**src/rtl/board_seed_loader.sv**
```systemverilog
// Seed-board editor for the Game of Life machine: debounced buttons edit a 16x16
// board row by row from the switches, then offer it over a valid/ready handshake.
module board_seed_loader #(
    parameter logic [19:0] DEBOUNCE_CYCLES = 20'd1000000,
    parameter int          ROWS            = 16,
    parameter int          COLS            = 16
) (
    input  logic                 ClkPort,
    input  logic                 Reset_n,
    input  logic                 BtnL,
    input  logic                 BtnR,
    input  logic                 BtnU,
    input  logic                 BtnD,
    input  logic                 BtnC,
    input  logic [COLS-1:0]      Sw,
    input  logic                 seed_ready_i,
    output logic [ROWS*COLS-1:0] seed_board_o,
    output logic                 seed_valid_o,
    output logic [3:0]           cursor_row_o,
    output logic                 editing_o
);

    // state     | meaning
    // ST_EDIT   | buttons edit the board / move the cursor
    // ST_COMMIT | board offered to the machine, frozen until accepted
    localparam logic [0:0] ST_EDIT   = 1'b0;
    localparam logic [0:0] ST_COMMIT = 1'b1;

    localparam int B_L  = 0;
    localparam int B_R  = 1;
    localparam int B_U  = 2;
    localparam int B_D  = 3;
    localparam int B_C  = 4;
    localparam int NBTN = 5;

    localparam logic [19:0] DB_LAST = DEBOUNCE_CYCLES - 20'd1;

    logic [NBTN-1:0]        btn_raw;
    logic [NBTN-1:0]        sync1_q, sync2_q;
    logic [NBTN-1:0]        level_q, level_d;
    logic [NBTN-1:0]        pulse_q, pulse_d;
    logic [NBTN-1:0][19:0]  cnt_q, cnt_d;

    logic [COLS-1:0]        sw_sync1_q, sw_sync2_q;

    logic [0:0]             state_q, state_d;
    logic [ROWS*COLS-1:0]   board_q, board_d;
    logic [3:0]             cursor_q, cursor_d;

    assign btn_raw = {BtnC, BtnD, BtnU, BtnR, BtnL};

    // Level flips after DEBOUNCE_CYCLES consecutive disagreeing samples.
    always_comb begin
        level_d = level_q;
        pulse_d = '0;
        for (int b = 0; b < NBTN; b++) begin
            cnt_d[b] = '0;
            if (sync2_q[b] != level_q[b]) begin
                if (cnt_q[b] == DB_LAST) begin
                    level_d[b] = ~level_q[b];
                    pulse_d[b] = ~level_q[b];
                end else begin
                    cnt_d[b] = cnt_q[b] + 20'd1;
                end
            end
        end
    end

    always_ff @(posedge ClkPort or negedge Reset_n) begin
        if (!Reset_n) begin
            sync1_q    <= '0;
            sync2_q    <= '0;
            level_q    <= '0;
            pulse_q    <= '0;
            cnt_q      <= '0;
            sw_sync1_q <= '0;
            sw_sync2_q <= '0;
        end else begin
            sync1_q    <= btn_raw;
            sync2_q    <= sync1_q;
            level_q    <= level_d;
            pulse_q    <= pulse_d;
            cnt_q      <= cnt_d;
            sw_sync1_q <= Sw;
            sw_sync2_q <= sw_sync1_q;
        end
    end

    // One action per cycle, priority C > U > D > R > L; pulses in COMMIT are dropped.
    always_comb begin
        state_d  = state_q;
        board_d  = board_q;
        cursor_d = cursor_q;
        case (state_q)
            ST_EDIT: begin
                if (pulse_q[B_C]) begin
                    board_d = '0;
                end else if (pulse_q[B_U]) begin
                    board_d[{cursor_q, 4'b0000} +: COLS] = sw_sync2_q;
                end else if (pulse_q[B_D]) begin
                    state_d = ST_COMMIT;
                end else if (pulse_q[B_R]) begin
                    cursor_d = cursor_q + 4'd1;
                end else if (pulse_q[B_L]) begin
                    cursor_d = cursor_q - 4'd1;
                end
            end
            ST_COMMIT: begin
                if (seed_ready_i) begin
                    state_d = ST_EDIT;
                end
            end
            default: state_d = ST_EDIT;
        endcase
    end

    always_ff @(posedge ClkPort or negedge Reset_n) begin
        if (!Reset_n) begin
            state_q  <= ST_EDIT;
            board_q  <= '0;
            cursor_q <= '0;
        end else begin
            state_q  <= state_d;
            board_q  <= board_d;
            cursor_q <= cursor_d;
        end
    end

    assign seed_board_o = board_q;
    assign cursor_row_o = cursor_q;
    assign seed_valid_o = (state_q == ST_COMMIT);
    assign editing_o    = (state_q == ST_EDIT);

endmodule
```
**config.mk**
```make
export PLATFORM = sky130hd
export DESIGN_NAME = board_seed_loader
export DESIGN_NICKNAME = d
export VERILOG_FILES = /design/src/rtl/board_seed_loader.sv
export SDC_FILE = /design/constraint.sdc
export NUM_CORES = 1
export LEC_CHECK = 0
export BUFFER_PORTS_ARGS = -buffer_cell sky130_fd_sc_hd__buf_2
export CORE_MARGIN = 4
export CORE_UTILIZATION = 40
export DETAILED_ROUTE_END_ITERATION = 16
export PLACE_DENSITY = 0.6
export SYNTH_ARGS = -nofsm -noshare
export SYNTH_HDL_FRONTEND = slang
export SYNTH_SLANG_ARGS = --single-unit
```
**constraint.sdc**
```tcl
create_clock -name ClkPort -period 2.9 [get_ports ClkPort]
set_input_delay 0.58 -clock ClkPort [delete_from_list [all_inputs] [get_ports ClkPort]]
set_output_delay 0.58 -clock ClkPort [all_outputs]
set_load 0.02 [all_outputs]
```
==> results of run 1 <==
-- what timing repair did --
| item | CTS | global route |
|---|---|---|
| hold endpoints to repair | 50 | 0 |
| hold buffers | 1 | 0 |
| endpoints found under the setup margin | 0 | 0 |
-- registers in the layout (all words and copies together), names as in the netlist --
register	count
sw_sync2_q	16
seed_board_o	256
cnt_q	100
seed_valid_o	1
sw_sync1_q	16
sync2_q	5
pulse_q	5
sync1_q	5
level_q	5
cursor_row_o	4
-- area by class of cell --
type | count | area, µm² | area share
sequential | 413 | 10340 | 0.5025
multi-input combinational | 940 | 6137 | 0.2983
timing repair buffer | 337 | 1904 | 0.09256
clock buffer | 64 | 1266 | 0.06155
tap | 539 | 674.4 | 0.03278
clock inverter | 14 | 205.2 | 0.009974
inverter | 13 | 48.80 | 0.002372
-- power breakdown --
| group | switching, mW | internal, mW | total (mW) |
|---|---|---|---|
| registers | 0.0804 | 5.81 | 5.89 |
| clock network | 2.32 | 3.40 | 5.72 |
| logic | 0.223 | 0.0672 | 0.290 |
| total | 2.62 | 9.28 | 11.9 |
-- final timing paths --
kind / from / end / slack (ns)
max: cursor_row_o[0]$_DFFE_PN0P_ / seed_board_o[64]$_DFFE_PN0P_ / 0.28
min: Sw[15] / sw_sync1_q[15]$_DFF_PN0_ / 0.11
max reg2reg: cursor_row_o[0]$_DFFE_PN0P_ / seed_board_o[64]$_DFFE_PN0P_ / 0.28
min reg2reg: sw_sync1_q[5]$_DFF_PN0_ / sw_sync2_q[5]$_DFF_PN0_ / 0.35
max in group asynchronous: Reset_n / seed_board_o[200]$_DFFE_PN0P_ / 1.49
min in group asynchronous: Reset_n / seed_board_o[168]$_DFFE_PN0P_ / 0.58
-- per-layer routing --
layer / wire length (µm) / part of all wire / GRT usage / up-vias
met3: 3824 / 0.075 / 0.05530 / 76
met1: 22490 / 0.44 / 0.3103 / 6574
met2: 23290 / 0.46 / 0.3350 / 478
met4: 1542 / 0.030 / 0.06665 / 0
met5: 0 / 0 / 0 / -
li1: - / - / - / 5825
-- through the flow --
stage | hold WS [ns] | setup slack, ns | instances | power [mW]
6_report | 0.1142 | 0.2793 | 2320 | 11.90
5_1_grt | 0.08888 | 0.1070 | 2320 | 12.31
4_1_cts | 0.08093 | 0.2628 | 2320 | 12.06
3_5_place_dp | 0.3347 | 0.3237 | 2241 | 6.293
3_3_place_gp | 0.3324 | 0.4365 | 2241 | 6.288
2_1_floorplan | 0.2844 | 0.3334 | 1449 | 6.028
-- cell usage in the layout (no fill, tap or decap), types with 10 or more instances in the layout --
| master | netlist | layout |
|---|---|---|
| a32o_1 | 32 | 32 |
| buf_4 | 4 | 45 |
| xnor2_1 | 45 | 45 |
| nand3_1 | 45 | 45 |
| xor2_1 | 55 | 55 |
| inv_1 | 13 | 13 |
| nor2_1 | 131 | 131 |
| dfrtp_1 | 413 | 411 |
| o22ai_1 | 24 | 24 |
| clkbuf_1 | 50 | 11 |
| a22oi_1 | 64 | 64 |
| ha_1 | 10 | 10 |
| buf_2 | 23 | 284 |
| nor3_1 | 13 | 13 |
| nand2b_1 | 14 | 14 |
| nor4_1 | 16 | 16 |
| nand3b_1 | 18 | 18 |
| nor2_2 | 10 | 10 |
| clkbuf_16 | 0 | 44 |
| o21ai_0 | 63 | 63 |
| and3_1 | 17 | 17 |
| a22o_1 | 128 | 128 |
| nand2_1 | 142 | 141 |
| nand4_1 | 20 | 20 |
-- cell families (layout without fill, tap and decap cells) --
logic type / count (synthesis) / count (layout)
adder cells (fa/ha/maj): 11 / 11
AND/OR/NAND/NOR: 480 / 480
AO/OA/AOI/OAI: 344 / 344
flip-flops: 413 / 413
XOR/XNOR: 100 / 100
buffers and inverters: 96 / 428
multiplexers: 5 / 5
-- worst register-to-register path, stage by stage, from the launching register on --
cell,delay (ns)
dfrtp_1,0.34
inv_1,0.08
ha_1,0.40
nor4b_1,0.75
o31ai_4,0.25
nor2_4,0.37
a22oi_1,0.12
o21ai_0,0.21
==> load_flow_metrics.sql, run 1 <==
INSERT INTO impl_metrics (metric_group, metric, value, unit) VALUES
('timing', 'fin_crit_sh', '0.9037', ''),
('worst_setup_path', 'reg2regPathDepth', '7', ''),
('die', 'fp-row-count', '75', ''),
('clocking', 'cts_resized', '0', ''),
('placed_design', 'place_hpwl', '35040', 'µm'),
('detailed_routing', 'detail_route.first_pass.iterations', '5', ''),
('worst_setup_path', 'slowest_delay', '0.75', 'ns'),
('logic_synthesis', 'post_synth_most_frequent_cells', 'dfrtp_1 (413), nand2_1 (142), nor2_1 (131), a22o_1 (128), a22oi_1 (64)', ''),
('clocking', 'cts_tree', 'built', ''),
('logic_synthesis', 'synthMuxAreaShare', '0.003331', ''),
('logic_synthesis', 'synth_area_per_cell', '11.67', 'µm²'),
('run', 'maxCapViolations', '0', ''),
('detailed_routing', 'route.antenna.remaining_nets', '0', ''),
('logic_synthesis', 'synth-adder-area-share', '0.008586', ''),
('worst_hold_path', 'worstHoldPathCells', '1', ''),
('logic_synthesis', 'yosys.area.top_type_share', '0.6114', ''),
('logic_synthesis', 'synth-seq-cells', '413', ''),
('global_route', 'grt_use_total', '0.2187', ''),
('die', 'floorplan.die_area', '0.04561', 'mm²'),
('cells_and_area', 'drive_gt1_frac', '0.2538', ''),
('global_route', 'gr-total-overflow', '0', ''),
('worst_setup_path', 'cp_cell_sequence', 'inv_1, ha_1, nor4b_1, o31ai_4, nor2_4, a22oi_1, o21ai_0', ''),
('detailed_routing', 'drc_errors', '0', ''),
('timing', 'timing.final.max_slew_violations', '0', ''),
('die', 'die-width', '213.6', 'µm'),
('placed_design', 'placement.cell_area', '0.01909', 'mm²'),
('die', 'core-area', '0.04185', 'mm²'),
('die', 'die-height', '213.6', 'µm'),
('timing', 'setup_tns', '0', 'ns'),
('clocking', 'num_cts_buffers', '44', ''),
('worst_setup_path', 'timing.critical_path.depth', '7', ''),
('logic_synthesis', 'netlist_area', '0.01690', 'mm²'),
('logic_synthesis', 'synth.most_common_cell', 'dfrtp_1', ''),
('timing', 'final_count_of_hold_timing_violations', '0', ''),
('clocking', 'clk-insertion-delay-late', '0.58', 'ns'),
('timing', 'max_clock_freq', '0.3816', 'GHz'),
('cells_and_area', 'fillCellCount', '3825', ''),
('worst_setup_path', 'cp_data_arrival_time', '3.10', 'ns'),
('logic_synthesis', 'ys_async_sr_fraction', '1.000', ''),
('clocking', 'cts_htree_levels', '2', ''),
('global_route', 'grt_max_degree', '87', ''),
('detailed_routing', 'routed_wl', '51150', 'µm'),
('timing', 'grt_setup_unrepaired', 'no', ''),
('logic_synthesis', 'netlist_top_cells_area', 'dfrtp_1 (61%), a22o_1 (6.6%), nand2_1 (3.2%)', ''),
('clocking', 'clock_sinks', '413', ''),
('logic_synthesis', 'yosysTopAreaCell', 'dfrtp_1', ''),
('timing', 'max-slew-margin-rel', '0.1723', ''),
('worst_setup_path', 'critical_path.n_buffers_inverters', '1', ''),
('detailed_routing', 'post_drt_via_cell_ratio', '5.583', ''),
('cells_and_area', 'finish.utilization', '0.4916', ''),
('timing', 'worst_slew_pin_slew', '1.242', 'ns'),
('power', 'p_per_area', '578.4', 'mW/mm²'),
('cells_and_area', 'finalNetCount', '1784', ''),
('detailed_routing', 'initialDrtViolationCount', '1107', ''),
('logic_synthesis', 'edff_count_synth', '0', ''),
('logic_synthesis', 'yosysSeqAreaShare', '0.6114', ''),
('outcome', 'status', 'finished, final reports clean', ''),
('worst_hold_path', 'timing.hold.worst.class', 'in -> reg', ''),
('clocking', 'clk_pin_slew_worst_paths', '0.06', 'ns'),
('cells_and_area', 'postLayoutCellArea', '0.02057', 'mm²'),
('logic_synthesis', 'ys.flop_type', 'dfrtp_1', ''),
('logic_synthesis', 'yosysUniqueCellTypes', '57', ''),
('worst_setup_path', 'critical-path-top-delay-family', 'simple AND/OR/NAND/NOR gates', ''),
('global_route', 'antenna_found_initial', '0', ''),
('timing', 'setup_failing_eps_final', '0', ''),
('global_route', 'grt_pass1_wl', '77200', 'µm'),
('timing', 'period_minus_slack', '2.621', 'ns'),
('worst_setup_path', 'critical_path.slowest_cell', 'nor4b_1', ''),
('worst_setup_path', 'worstPathRequired', '3.38', 'ns'),
('power', 'cellLeakagePower', '9.930', 'nW'),
('logic_synthesis', 'syn-num-nets', '1484', '');
(Power assumes the default switching activity.)
==> run 2, diff against run 1 <==
Settings changed: PLACE_DENSITY 0.6 to 0.69.
==> load_flow_metrics.sql, run 2 (synthesis results as in run 1) <==
INSERT INTO impl_metrics (metric_group, metric, value, unit) VALUES
('worst_setup_path', 'worstPathRequired', '3.35', 'ns'),
('clocking', 'cts_htree_levels', '2', ''),
('cells_and_area', 'drive_gt1_frac', '0.2601', ''),
('cells_and_area', 'layout.area.seq', '0.01034', 'mm²'),
('clocking', 'clk-insertion-delay-late', '0.57', 'ns'),
('power', 'fin_total_pwr', '12.09', 'mW'),
('global_route', 'first_global_vias', '12378', ''),
('detailed_routing', 'drc_errors', '0', ''),
('die', 'die-width', '213.6', 'µm'),
('die', 'core-area', '0.04185', 'mm²'),
('cells_and_area', 'syn2layout_area_growth', '22.24', '%'),
('global_route', 'antenna_found_initial', '2', ''),
('timing', 'timing.final.max_slew_violations', '0', ''),
('global_route', 'grt_pass1_wl', '75330', 'µm'),
('cells_and_area', 'fillCellCount', '3718', ''),
('worst_setup_path', 'critical_path.n_buffers_inverters', '2', ''),
('worst_setup_path', 'r2r-start', 'cursor_row_o[0]$_DFFE_PN0P_', ''),
('die', 'ioPinCount', '286', ''),
('timing', 'worst_slew_pin_slew', '1.191', 'ns'),
('die', 'die-height', '213.6', 'µm'),
('detailed_routing', 'routed_wl', '50480', 'µm'),
('worst_setup_path', 'category_of_the_worst_setup_path_launch_point', 'flop', ''),
('detailed_routing', 'wl_per_cell', '21.69', 'µm'),
('power', 'seq_power_share', '0.486', ''),
('clocking', 'cts_resized', '0', ''),
('detailed_routing', 'detail_route.first_pass.iterations', '5', ''),
('power', 'irDropWorstVdd', '0.0004087', 'V'),
('placed_design', 'port_bufs', '285', ''),
('global_route', 'grt_max_degree', '86', ''),
('placed_design', 'gp_congestion', '0.8352', ''),
('timing', 'setup_tns', '0', 'ns'),
('clocking', 'clock-root-buffer', 'clkbuf_16', ''),
('timing', 'setup_failing_eps_final', '0', ''),
('worst_setup_path', 'critical_path.slowest_cell', 'o31ai_2', ''),
('timing', 'max-slew-margin-rel', '0.2058', ''),
('worst_setup_path', 'worstPathMaxFanout', '16', ''),
('outcome', 'status', 'finished, final reports clean', ''),
('timing', 'max_clock_freq', '0.3721', 'GHz'),
('worst_setup_path', 'endpoint_kind', 'flop', ''),
('detailed_routing', 'initialDrtViolationCount', '1329', ''),
('cells_and_area', 'n_diodes', '0', ''),
('clocking', 'postCtsSetupBuffers', '0', ''),
('worst_setup_path', 'worst_r2r_endpoint', 'seed_board_o[77]$_DFFE_PN0P_', ''),
('clocking', 'num_cts_buffers', '45', ''),
('power', 'netSwitchingFraction', '0.2204', ''),
('cells_and_area', 'finish.utilization', '0.4937', ''),
('detailed_routing', 'route.antenna.remaining_nets', '0', ''),
('cells_and_area', 'layout.cells.most_common', 'dfrtp_1', ''),
('clocking', 'max-clock-path-buffers', '3', ''),
('timing', 'final.hold.worst_slack', '0.02557', 'ns'),
('timing', 'final_count_of_hold_timing_violations', '0', ''),
('cells_and_area', 'number_of_flip_flops_under_the_largest_register_name', '256', ''),
('placed_design', 'place_hpwl', '34140', 'µm'),
('worst_setup_path', 'slowest_delay', '0.66', 'ns'),
('global_route', 'gr-total-overflow', '0', ''),
('worst_setup_path', 'critical-path-top-delay-family', 'compound AO/OA/AOI/OAI gates', ''),
('clocking', 'clock_sinks', '413', ''),
('global_route', 'grt_use_total', '0.2130', ''),
('worst_setup_path', 'r2r_slack', '0.21', 'ns'),
('cells_and_area', 'multi_input_comb_area', '0.006133', 'mm²'),
('timing', 'grt_setup_unrepaired', 'no', ''),
('clocking', 'count_of_hold_buffers_inserted_by_post_cts_repair', '0', ''),
('worst_setup_path', 'crit_type', 'reg -> reg', ''),
('power', 'portion_of_total_power_attributed_to_combinational_logic', '0.026', ''),
('die', 'floorplan.initialDensity', '0.4039', ''),
('cells_and_area', 'finalNetCount', '1788', ''),
('timing', 'fin_worst_skew', '0.02280', 'ns'),
('run', 'maxCapViolations', '0', ''),
('worst_setup_path', 'cp_cell_sequence', 'inv_1, ha_1, nor4b_1, o31ai_2, buf_4, a22oi_1, o21ai_0', ''),
('clocking', 'cts_tree', 'built', ''),
('timing', 'period_minus_slack', '2.687', 'ns'),
('detailed_routing', 'post_drt_via_cell_ratio', '5.614', ''),
('detailed_routing', 'num_vias', '13064', ''),
('die', 'floorplan.die_area', '0.04561', 'mm²'),
('cells_and_area', 'final_cell_mix', 'dfrtp_1 (411), buf_2 (284), nand2_1 (141)', ''),
('power', 'clock_power_share', '0.489', ''),
('worst_setup_path', 'reg2regPathDepth', '7', ''),
('clocking', 'clk_pin_slew_worst_paths', '0.07', 'ns'),
('power', 'intPower', '9.426', 'mW'),
('worst_setup_path', 'cp_data_arrival_time', '3.14', 'ns'),
('die', 'fp-row-count', '75', ''),
('power', 'p_per_area', '585.1', 'mW/mm²'),
('worst_hold_path', 'timing.hold.worst.class', 'in -> async', ''),
('power', 'cellLeakagePower', '9.983', 'nW'),
('timing', 'fin_crit_sh', '0.9266', ''),
('power', 'p_sw', '2.664', 'mW');
-- run 2: worst max path at each step --
stage | startpoint | depth (start not counted) | to | slack [ns]
2_1_floorplan | cursor_row_o[0]$_DFFE_PN0P_ | 9 | seed_board_o[150]$_DFFE_PN0P_ | 0.33
3_3_place_gp | cursor_row_o[0]$_DFFE_PN0P_ | 8 | seed_board_o[143]$_DFFE_PN0P_ | 0.42
3_5_place_dp | cursor_row_o[0]$_DFFE_PN0P_ | 7 | seed_board_o[236]$_DFFE_PN0P_ | 0.32
4_1_cts | cursor_row_o[0]$_DFFE_PN0P_ | 7 | seed_board_o[77]$_DFFE_PN0P_ | 0.23
5_1_grt | cursor_row_o[0]$_DFFE_PN0P_ | 8 | seed_board_o[142]$_DFFE_PN0P_ | 0.01
6_report | cursor_row_o[0]$_DFFE_PN0P_ | 7 | seed_board_o[77]$_DFFE_PN0P_ | 0.21
-- run 2: power by group through the flow --
stage          combinational [mW]  sequential [mW]  clock, mW
2_1_floorplan              0.0787             5.95          0
3_3_place_gp                0.313             5.98          0
3_5_place_dp                0.318             5.98          0
4_1_cts                     0.319             5.87       6.02
5_1_grt                     0.347             5.87       6.26
6_report                    0.308             5.87       5.91
-- run 2: routing by layer --
metal / wire (µm) / GRT usage / up-vias / share of wire
li1: - / - / 5847 / -
met1: 21540 / 0.2967 / 6599 / 0.43
met2: 23580 / 0.3397 / 540 / 0.47
met3: 4269 / 0.05121 / 78 / 0.085
met4: 1092 / 0.05473 / 0 / 0.022
met5: 0 / 0 / - / 0
-- run 2: final cells by class --
| cell class | count | area share |
|---|---|---|
| flip-flops and latches | 413 | 0.5003 |
| multi-input cells | 940 | 0.2968 |
| repair buffers | 340 | 0.09313 |
| clock buffers | 63 | 0.06412 |
| well taps | 539 | 0.03264 |
| clock inverters | 19 | 0.01066 |
| inverters | 13 | 0.002361 |
-- run 2: worst register-to-register path, cell delays in order (launching register included) --
cell and delay, ns:
dfrtp_1 0.39, inv_1 0.12, ha_1 0.52, nor4b_1 0.18
o31ai_2 0.66, buf_4 0.32, a22oi_1 0.11, o21ai_0 0.25
-- run 2: through the flow --
step / area (µm²) / std cells / worst slack, ns
finish: 20660 / 2327 / 0.2129
global route: 20660 / 2327 / 0.01040
CTS: 20660 / 2327 / 0.2344
detailed placement: 19110 / 2245 / 0.3158
global placement: 19110 / 2245 / 0.4222
floorplan: 16900 / 1449 / 0.3334
